File: src/rtl/sniffer_mem_pkg.sv
// Shared types and constants for the sniffer memory subsystem (DDR3 app-interface side).
package sniffer_mem_pkg;

    localparam logic [2:0] CMD_WRITE = 3'b000;
    localparam logic [2:0] CMD_READ  = 3'b001;

    localparam int unsigned LA_ADDR_WIDTH = 29;
    localparam int unsigned LA_DATA_WIDTH = 128;

    typedef enum logic {
        ARB_IDLE,
        ARB_GRANTED
    } arb_state_t;

    typedef struct packed {
        logic                     en;
        logic                     valid;
        logic [LA_ADDR_WIDTH-1:0] addr;
        logic [LA_DATA_WIDTH-1:0] data;
    } la_wr_req_t;

endpackage

File: src/rtl/la_ram_write_arbiter.sv
// Round-robin, burst-bounded arbiter merging two logic-analyzer write streams
// onto the DDR3 controller write-only app port, held off until calibration.
module la_ram_write_arbiter
    import sniffer_mem_pkg::*;
#(
    parameter int unsigned ADDR_WIDTH = LA_ADDR_WIDTH,
    parameter int unsigned DATA_WIDTH = LA_DATA_WIDTH,
    parameter int unsigned MAX_BURST  = 16
) (
    input  logic                  clk_ram,
    input  logic                  rst,
    input  logic                  ram_ready,
    input  logic                  la0_wr_en,
    input  logic                  la0_wr_valid,
    input  logic [ADDR_WIDTH-1:0] la0_wr_addr,
    input  logic [DATA_WIDTH-1:0] la0_wr_data,
    output logic                  la0_wr_ack,
    input  logic                  la1_wr_en,
    input  logic                  la1_wr_valid,
    input  logic [ADDR_WIDTH-1:0] la1_wr_addr,
    input  logic [DATA_WIDTH-1:0] la1_wr_data,
    output logic                  la1_wr_ack,
    output logic                  app_en,
    output logic [2:0]            app_cmd,
    output logic [ADDR_WIDTH-1:0] app_addr,
    input  logic                  app_rdy,
    output logic                  app_wdf_wren,
    output logic [DATA_WIDTH-1:0] app_wdf_data,
    output logic                  app_wdf_end,
    input  logic                  app_wdf_rdy,
    output logic                  grant_id,
    output logic                  busy
);

    localparam int unsigned BCW = $clog2(MAX_BURST) + 1;

    arb_state_t     state_q, state_d;
    logic           grant_q, grant_d;
    logic           last_grant_q, last_grant_d;
    logic           busy_q, busy_d;
    logic           cmd_done_q, cmd_done_d;
    logic           data_done_q, data_done_d;
    logic [BCW-1:0] beat_cnt_q, beat_cnt_d;

    la_wr_req_t req0, req1, req_g;
    logic       granted, cmd_fire, data_fire, beat_done, last_beat, stop_req;

    // Client request bundles; the granted one drives the app port.
    always_comb begin
        req0  = '{en: la0_wr_en, valid: la0_wr_valid,
                  addr: LA_ADDR_WIDTH'(la0_wr_addr), data: LA_DATA_WIDTH'(la0_wr_data)};
        req1  = '{en: la1_wr_en, valid: la1_wr_valid,
                  addr: LA_ADDR_WIDTH'(la1_wr_addr), data: LA_DATA_WIDTH'(la1_wr_data)};
        req_g = grant_q ? req1 : req0;
    end

    // App-port handshakes; command and data halves are tracked independently.
    always_comb begin
        granted      = (state_q == ARB_GRANTED);
        app_cmd      = CMD_WRITE;
        app_addr     = ADDR_WIDTH'(req_g.addr);
        app_wdf_data = DATA_WIDTH'(req_g.data);
        app_en       = granted && req_g.valid && !cmd_done_q;
        app_wdf_wren = granted && req_g.valid && !data_done_q;
        app_wdf_end  = app_wdf_wren;
        cmd_fire     = app_en && app_rdy;
        data_fire    = app_wdf_wren && app_wdf_rdy;
        beat_done    = granted && (cmd_done_q || cmd_fire) && (data_done_q || data_fire);
        la0_wr_ack   = beat_done && !grant_q;
        la1_wr_ack   = beat_done && grant_q;
        grant_id     = grant_q;
        busy         = busy_q;
    end

    // Next-state: grant selection, beat counting and release.
    always_comb begin
        state_d      = state_q;
        grant_d      = grant_q;
        last_grant_d = last_grant_q;
        busy_d       = busy_q;
        beat_cnt_d   = beat_cnt_q;
        cmd_done_d   = beat_done ? 1'b0 : (cmd_done_q || cmd_fire);
        data_done_d  = beat_done ? 1'b0 : (data_done_q || data_fire);
        last_beat    = beat_done && (beat_cnt_q == BCW'(MAX_BURST - 1));
        // Release only when no half-issued beat would be left behind.
        stop_req     = (!req_g.en || !ram_ready) && !cmd_done_d && !data_done_d;

        unique case (state_q)
            ARB_IDLE: begin
                if (ram_ready && (la0_wr_en || la1_wr_en)) begin
                    state_d = ARB_GRANTED;
                    busy_d  = 1'b1;
                    grant_d = (la0_wr_en && la1_wr_en) ? !last_grant_q : la1_wr_en;
                end
            end
            ARB_GRANTED: begin
                if (beat_done) begin
                    beat_cnt_d = beat_cnt_q + BCW'(1);
                end
                if (last_beat || stop_req) begin
                    state_d      = ARB_IDLE;
                    busy_d       = 1'b0;
                    last_grant_d = grant_q;
                    beat_cnt_d   = '0;
                end
            end
            default: state_d = ARB_IDLE;
        endcase
    end

    always_ff @(posedge clk_ram) begin
        if (rst) begin
            state_q      <= ARB_IDLE;
            grant_q      <= 1'b0;
            last_grant_q <= 1'b1;
            busy_q       <= 1'b0;
            beat_cnt_q   <= '0;
            cmd_done_q   <= 1'b0;
            data_done_q  <= 1'b0;
        end else begin
            state_q      <= state_d;
            grant_q      <= grant_d;
            last_grant_q <= last_grant_d;
            busy_q       <= busy_d;
            beat_cnt_q   <= beat_cnt_d;
            cmd_done_q   <= cmd_done_d;
            data_done_q  <= data_done_d;
        end
    end

endmodule

File: config.mk
export PLATFORM = sky130hd
export DESIGN_NAME = la_ram_write_arbiter
export DESIGN_NICKNAME = d
export VERILOG_FILES = /design/src/rtl/sniffer_mem_pkg.sv /design/src/rtl/la_ram_write_arbiter.sv
export SDC_FILE = /design/constraint.sdc
export NUM_CORES = 1
export LEC_CHECK = 0
export CAP_MARGIN = 20
export CORE_AREA = 2 2 192 194
export CTS_CLUSTER_SIZE = 20
export DETAILED_ROUTE_END_ITERATION = 6
export DIE_AREA = 0 0 194 196
export GPL_TIMING_DRIVEN = 0
export PLACE_DENSITY_LB_ADDON = 0.3
export SLEW_MARGIN = 30
export SYNTH_ARGS = -nofsm -noshare
export SYNTH_HDL_FRONTEND = slang
export SYNTH_SLANG_ARGS = --single-unit
File: constraint.sdc
create_clock -name clk_ram -period 5.5 [get_ports clk_ram]
set_input_delay 0.825 -clock clk_ram [delete_from_list [all_inputs] [get_ports clk_ram]]
set_output_delay 0.825 -clock clk_ram [all_outputs]
set_load 0.05 [all_outputs]
# Yosys cells after proc, flatten, opt, wreduce, memory -nomap -nowiden
# Index checks and enable logic that the tools add are counted.
# op_classes
n_addsub	1
n_mul	0
n_div	0
n_lt_le_gt_ge	0
eq_ne	3
shift	0
n_mux	12
bitwise	1
reduce_logical	32
# op_table
cell	n
159-bit 2-to-1 mux	1
1-bit logical AND	14
5-bit 2-to-1 mux	2
1-bit logical NOT	8
2-bit AND reduction	4
1-bit 2-to-1 mux	7
5-bit by 1-bit adder with 5-bit output (second input constant)	1
5-bit by 4-bit == test with 1-bit output (second input constant)	1
1-bit logical OR	5
1-bit case mux with 2 select lines	2
2-bit by 1-bit != test with 1-bit output (second input constant)	1
2-bit != test (second input constant)	1
2-bit nonzero test	1
1-bit NOT	1
# totals
reg_bits	11
latchBits	0
mem_bits_rw	0
rom_bits	0
in_bits	323
memories	0

# Logic depth before layout (Yosys ltp)
# Gate-level depths: netlist of run 1.
# depth
ltp_word	14
depth_mapped	7

# Worst setup path after synthesis of run 1
# OpenSTA, ideal clock, no wires.
# synth_path
path_type	flip-flop to output port
startpoint	register grant_q (netlist: grant_id)
endpoint	output app_wdf_wren
t_arrival_ns	2.125
required_time_ns	4.675
slack_ns	2.550
stages_incl_launch_ff	6
cell_sequence	dfxtp_1 > buf_6 > mux2_4 > nand2_1 > nor2_1 > buf_4
# synth_via
elab_chain_len	3
# synth_lines
element	line_no	rtl
start, declared	la_ram_write_arbiter.sv:38	logic grant_q, grant_d;
start signal, assigned	la_ram_write_arbiter.sv:122	grant_q <= grant_d;
159-bit 2-to-1 mux	la_ram_write_arbiter.sv:54	req_g = grant_q ? req1 : req0;
1-bit logical AND (2 in series)	la_ram_write_arbiter.sv:64	app_wdf_wren = granted && req_g.valid && !data_done_q;
end, declared	la_ram_write_arbiter.sv:27	output logic app_wdf_wren,
# Every way passes these cells.

# Worst setup path in the final report of run 1
# layout_path
startpoint	register grant_q (netlist: grant_id)
endpoint	output app_addr[7]
# layout_via
elab_chain_len	1
# layout_lines
element	line_no	rtl
159-bit 2-to-1 mux	la_ram_write_arbiter.sv:54	
end, declared	la_ram_write_arbiter.sv:25	output logic [ADDR_WIDTH-1:0] app_addr,
# Every way passes these cells.

==> results of run 1 <==
metal layers:
layer | vias to the layer above | wire length (um) | track usage | part of all wire
met4 | 0 | 335 | 0.0123 | 0.014
li1 | 1929 | - | - | -
met1 | 1833 | 9600 | 0.138 | 0.40
met3 | 36 | 1550 | 0.0248 | 0.064
met5 | - | 0 | 0 | 0
met2 | 263 | 12500 | 0.221 | 0.52
metrics by stage:
stage,setup WS (ns),cells
6_report,1.75,1215
5_1_grt,1.54,1215
4_1_cts,1.59,1214
3_5_place_dp,1.76,1210
3_3_place_gp,1.74,1210
2_1_floorplan,2.55,256
worst max-delay path, delay by kind of cell (launching register included):
family   cells  cell delay, ns
buf+inv      4            1.93
mux          1            0.39
flops        1            0.35
state kept, by name (all words and copies together) (netlist names):
register	count
beat_cnt_q	5
granted	1
busy	1
data_done_q	1
grant_id	1
cmd_done_q	1
last_grant_q	1
layout by cell type, fill, tap and decap left out, types with 2 or more instances in the layout:
master and count:
buf_4 4, ha_1 2, nand2b_1 2, nor3_1 3, mux2_2 157, clkdlybuf4s50_1 486, dfxtp_1 11, o211ai_2 2
conb_1 3, clkbuf_16 3, a21oi_1 4, nand2_1 6, and2_1 2, nor2_1 7, nor2b_1 3, nand3b_1 2
nand3_1 4, buf_2 10, inv_1 3, clkbuf_1 10, and3_1 2
path summary, 6_finish.rpt:
check                                      to  slack [ns]  cells past startpoint
worst min register to register  beat_cnt_q[4]        0.49                      2
worst max-delay path              app_addr[7]        1.75                      5
worst max register to register  beat_cnt_q[2]        3.57                      7
worst min-delay path            beat_cnt_q[4]        0.49                      2
final cells by class:
cell class	count	area, um2
repair buffers	486	4860
inverters	3	11.3
multi-input cells	218	2200
fillers	3961	28000
clock buffers	4	78.8
diodes	1	2.50
plain buffers	24	125
well taps	468	586
flip-flops and latches	11	220
kinds of logic after synthesis:
group	share of synthesized area
AO/OA/AOI/OAI	0.0688
multiplexers	0.708
other	0.00147
buffers and inverters	0.0535
AND/OR/NAND/NOR	0.0717
adder cells (fa/ha/maj)	0.00982
flip-flops	0.0864
power by group through the flow:
stage | Combinational, W | Clock (W) | Sequential [W]
global route | 0.000964 | 0.000139 | 0.0000850
global placement | 0.000931 | 0 | 0.0000859
floorplan | 0.000482 | 0 | 0.0000893
detailed placement | 0.000929 | 0 | 0.0000860
CTS | 0.000935 | 0.000135 | 0.0000847
finish | 0.000926 | 0.000133 | 0.0000846
==> results.sh, run 1 <==
export IMPL_cp_start_kind="flip-flop"
export IMPL_cts_tree="built"
export IMPL_postSynthAreaPerCell_um2=10.0
export IMPL_drtAntennaViolNets=0
export IMPL_cts_made_buffers=3
export IMPL_synth_top_cell_by_area="mux2_2"
export IMPL_final_layout_size_suffix_gt1_frac=0.248
export IMPL_wirelength_um=24000
export IMPL_period_minus_slack_ns=3.75
export IMPL_critPathRequiredTime_ns=4.68
export IMPL_placed_cell_area_um2=8010
export IMPL_max_slew_margin_rel=0.517
export IMPL_area_delta_synth_final_pct=217
export IMPL_hp_class="flip-flop to flip-flop"
export IMPL_arrival_ns=2.93
export IMPL_vias=4061
export IMPL_cpPeakStageDelay_ns=0.76
export IMPL_power_w=0.00114
export IMPL_core_area_um2=36100
export IMPL_p_leak_nw=2.84
export IMPL_dp_hpwl_um=21800
export IMPL_port_buffer_count=486
export IMPL_synth_area_top_cells="mux2_2 69%, dfxtp_1 8.6%, buf_2 2.0%"
export IMPL_track_usage=0.117
export IMPL_finalClockSkew_ns=0.00128
export IMPL_min_delay_start="beat_cnt_q[4]"
export IMPL_yosysSeqAreaShare=0.0864
export IMPL_slowest_stage="clkdlybuf4s50_1"
export IMPL_remaining_drc_errors=0
export IMPL_antenna_found_initial=17
export IMPL_ys_seq_elements=11
export IMPL_hold_violations=0
export IMPL_drt_iter0_markers=54
export IMPL_yosys_most_used_dff="dfxtp_1"
export IMPL_finish_utilization=0.224
export IMPL_initial_core_util=0.0706
export IMPL_die_h_um=196
export IMPL_power_switching_w=0.000525
export IMPL_viasPerCell=3.34
export IMPL_worstPathCellList="buf_6 -> clkbuf_1 -> buf_2 -> mux2_2 -> clkdlybuf4s50_1"
export IMPL_cts_max_path_buffers=2
export IMPL_ctsResizeCount=0
export IMPL_clkSlewWorstSetupHoldPaths_ns=0.04
export IMPL_crit_fanout=10
export IMPL_p_sw_frac=0.459
export IMPL_netlist_area_um2=2550
export IMPL_nets=1072
export IMPL_synth_top_area_frac=0.694
export IMPL_grt_pass1_vias=4334
export IMPL_power_density_nw_per_um2=141
export IMPL_clockRootBuffer="clkbuf_16"
export IMPL_rsz0062_at_grt="no"
export IMPL_post_cts_buffers=0
export IMPL_end_kind="output port"
export IMPL_drv_cap=0
export IMPL_crit_start="grant_id"
export IMPL_grt_first_pass_wirelength_um=32000
export IMPL_clock_power_share=0.116
export IMPL_status="finished clean"
export IMPL_wire_per_inst_um=19.7
export IMPL_fmaxAchievable_mhz=267
export IMPL_setup_viol=0
export IMPL_synth_edf_count=0
export IMPL_path_class="flip-flop to output port"
export IMPL_fin_area_um2=8090
export IMPL_die_w_um=194
export IMPL_grt_max_degree=11
export IMPL_grt_overflow=0
export IMPL_firstDrtPassIters=4
export IMPL_ir_drop_mv=0.0601
export IMPL_reg2reg_from="beat_cnt_q[0]"
export IMPL_fin_crit_sh=0.682
export IMPL_cts_num_sinks=11
export IMPL_post_synth_top_count_cell="mux2_2"
export IMPL_num_io_pins=490
export IMPL_ys_types=39
export IMPL_setup_tns_ns=0
export IMPL_routabilityCongestion=0.756
export IMPL_worstSkewPairLatency_ns=0.24
export IMPL_worst_slew_pin_transition_ns=0.724
export IMPL_htree_num_levels=1
export IMPL_slew_viol_final=0
export IMPL_internal_power_w=0.000618
export IMPL_dieArea_um2=38000
export IMPL_synthCells=254
export IMPL_holdBufCountCts=0
export IMPL_power_frac_seq=0.074
export IMPL_async_flop_share=0
export IMPL_p_comb_frac=0.810
export IMPL_rows=70
export IMPL_hold_ws_ns=0.487
export IMPL_ys_warn_count=0
export IMPL_synth_top_cells_by_count="157 x mux2_2, 11 x dfxtp_1, 10 x buf_2"
No activity file was read; power rests on OpenSTA's default activity.
==> inputs of run 2 (changes only) <==
Settings changed: CORE_AREA 2 2 192 194 to 2 2 189 191, DIE_AREA 0 0 194 196 to 0 0 191 193.
Clock period 5.5 ns to 3.05 ns, I/O delays scaled along.
==> run 2 against run 1 <==
  * Final area is 1.3% higher
  * First-iteration DRC count is 7.4% higher
  * Wire length shrank 18%
  * Count of clock-buffer cells in the layout unchanged
  * Combinational power grew 76%
  * Total power rose by 76%
  * Clock power up 80%
  * Largest cell class unchanged
==> results.sh, run 2 (synthesis results as in run 1) <==
export IMPL_worstPathCellList="buf_6 -> clkbuf_2 -> buf_4 -> mux2_2 -> clkdlybuf4s50_1"
export IMPL_fmaxAchievable_mhz=349
export IMPL_hp_class="flip-flop to flip-flop"
export IMPL_power_switching_w=0.000929
export IMPL_htree_num_levels=1
export IMPL_final_cell_mix="399 x clkdlybuf4s50_1, 157 x mux2_2, 58 x dlymetal6s2s_1"
export IMPL_r2r_slack_ns=1.09
export IMPL_grtUsageMet2=0.166
export IMPL_num_io_pins=490
export IMPL_fin_crit_sh=0.940
export IMPL_rows=69
export IMPL_hold_violations=0
export IMPL_ctsResizeCount=31
export IMPL_grt_max_degree=11
export IMPL_end_kind="output port"
export IMPL_firstDrtPassIters=4
export IMPL_clockRootBuffer="clkbuf_16"
export IMPL_grt_pass1_vias=4043
export IMPL_placed_cell_area_um2=8000
export IMPL_path_delay_family="buffers and inverters"
export IMPL_status="finished clean"
export IMPL_top_usage_layer="met2"
export IMPL_max_slew_margin_rel=0.607
export IMPL_vias=3987
export IMPL_holdBufCountCts=0
export IMPL_rsz0062_at_grt="no"
export IMPL_setup_viol=0
export IMPL_fillers=3841
export IMPL_p_leak_nw=3.42
export IMPL_power_density_nw_per_um2=246
export IMPL_power_frac_seq=0.075
export IMPL_grt_use_met1=0.111
export IMPL_cpPeakStageDelay_ns=0.70
export IMPL_drt_iter0_markers=58
export IMPL_critPathBufInv=4
export IMPL_fin_cells=1207
export IMPL_slowest_stage="clkdlybuf4s50_1"
export IMPL_cp_start_kind="flip-flop"
export IMPL_drv_cap=0
export IMPL_dp_hpwl_um=17400
export IMPL_multi_input_area_um2=2200
export IMPL_diodes=0
export IMPL_remaining_drc_errors=0
export IMPL_p_sw_frac=0.460
export IMPL_r2r_cells=7
export IMPL_arrival_ns=2.41
export IMPL_fin_area_um2=8190
export IMPL_die_h_um=193
export IMPL_routabilityCongestion=0.696
export IMPL_nets=1072
export IMPL_path_class="flip-flop to output port"
export IMPL_die_w_um=191
export IMPL_dp_cells=1203
export IMPL_largest_reg_flops=5
export IMPL_viasPerCell=3.30
export IMPL_period_minus_slack_ns=2.87
export IMPL_dieArea_um2=36900
export IMPL_hold_depth=2
export IMPL_crit_fanout=10
export IMPL_area_delta_synth_final_pct=221
export IMPL_clock_power_share=0.119
export IMPL_r2r_end="beat_cnt_q[2]"
export IMPL_internal_power_w=0.00109
export IMPL_track_usage=0.0911
export IMPL_wire_per_inst_um=16.2
export IMPL_min_delay_start="beat_cnt_q[4]"
export IMPL_antenna_found_initial=1
export IMPL_clkSlewWorstSetupHoldPaths_ns=0.04
export IMPL_holdPathEnd="beat_cnt_q[4]"
export IMPL_wirelength_um=19600
export IMPL_final_layout_size_suffix_gt1_frac=0.249
export IMPL_port_buffer_count=486
export IMPL_reg2reg_from="beat_cnt_q[0]"
export IMPL_core_area_um2=35000
export IMPL_final_common_cell="clkdlybuf4s50_1"
export IMPL_cts_made_buffers=3
export IMPL_grt_first_pass_wirelength_um=25200
export IMPL_p_comb_frac=0.806
export IMPL_drtAntennaViolNets=0
export IMPL_regArea_um2=220
export IMPL_worst_slew_pin_transition_ns=0.590
export IMPL_use_met3=0.0235
export IMPL_critPathRequiredTime_ns=2.59
export IMPL_ir_drop_mv=0.118
export IMPL_cts_num_sinks=11
export IMPL_slew_viol_final=0
export IMPL_worstSkewPairLatency_ns=0.24
export IMPL_cts_max_path_buffers=2
export IMPL_top_register="beat_cnt_q"
export IMPL_post_cts_buffers=0
export IMPL_cts_tree="built"
export IMPL_power_w=0.00202
export IMPL_initial_core_util=0.0729
export IMPL_finalClockSkew_ns=0.000660
export IMPL_grt_overflow=0
run 2: power groups by stage:
stage                     combinational (W)  clock [W]  sequential, W
after global routing                0.00170   0.000254       0.000153
after global placement              0.00166          0       0.000155
after CTS                           0.00165   0.000247       0.000152
after detailed placement            0.00166          0       0.000155
after floorplan                    0.000870          0       0.000161
final                               0.00163   0.000240       0.000152
run 2: how the worst max path moves through the flow:
stage | from | endpoint | depth (start not counted)
after floorplan | grant_id | app_wdf_wren | 5
after global placement | grant_id | app_addr[26] | 5
after detailed placement | grant_id | app_addr[26] | 5
after CTS | grant_id | app_addr[13] | 5
after global routing | grant_id | app_addr[25] | 5
final | grant_id | app_addr[25] | 5
run 2: tightest hold or removal path, cell delays in order (launching register included):
cell,delay [ns]
dfxtp_1,0.29
inv_1,0.07
o31ai_1,0.07
run 2: per-layer routing:
layer	wire, um	share of wire
met2	9940	0.51
met1	7710	0.39
met3	1820	0.093
met4	99	0.0051
met5	0	0
run 2: cell type report:
type	count	area share
Sequential cell	11	0.0269
Clock buffer	4	0.00963
Multi-Input combinational cell	218	0.268
Timing Repair Buffer	486	0.607
Inverter	3	0.00138
Buffer	24	0.0157
Tap cell	461	0.0704
run 2: metrics by stage:
step	setup TNS (ns)	hold slack (ns)	utilization	setup WS, ns
2_1_floorplan	0	0.452	-	0.467
6_report	0	0.486	0.234	0.182
3_3_place_gp	-0.462	0.472	0.229	-0.0773
3_5_place_dp	-0.875	0.480	0.229	-0.0830
5_1_grt	0	0.507	0.234	0.0186
4_1_cts	-0.0000473	0.486	0.230	-0.0000473
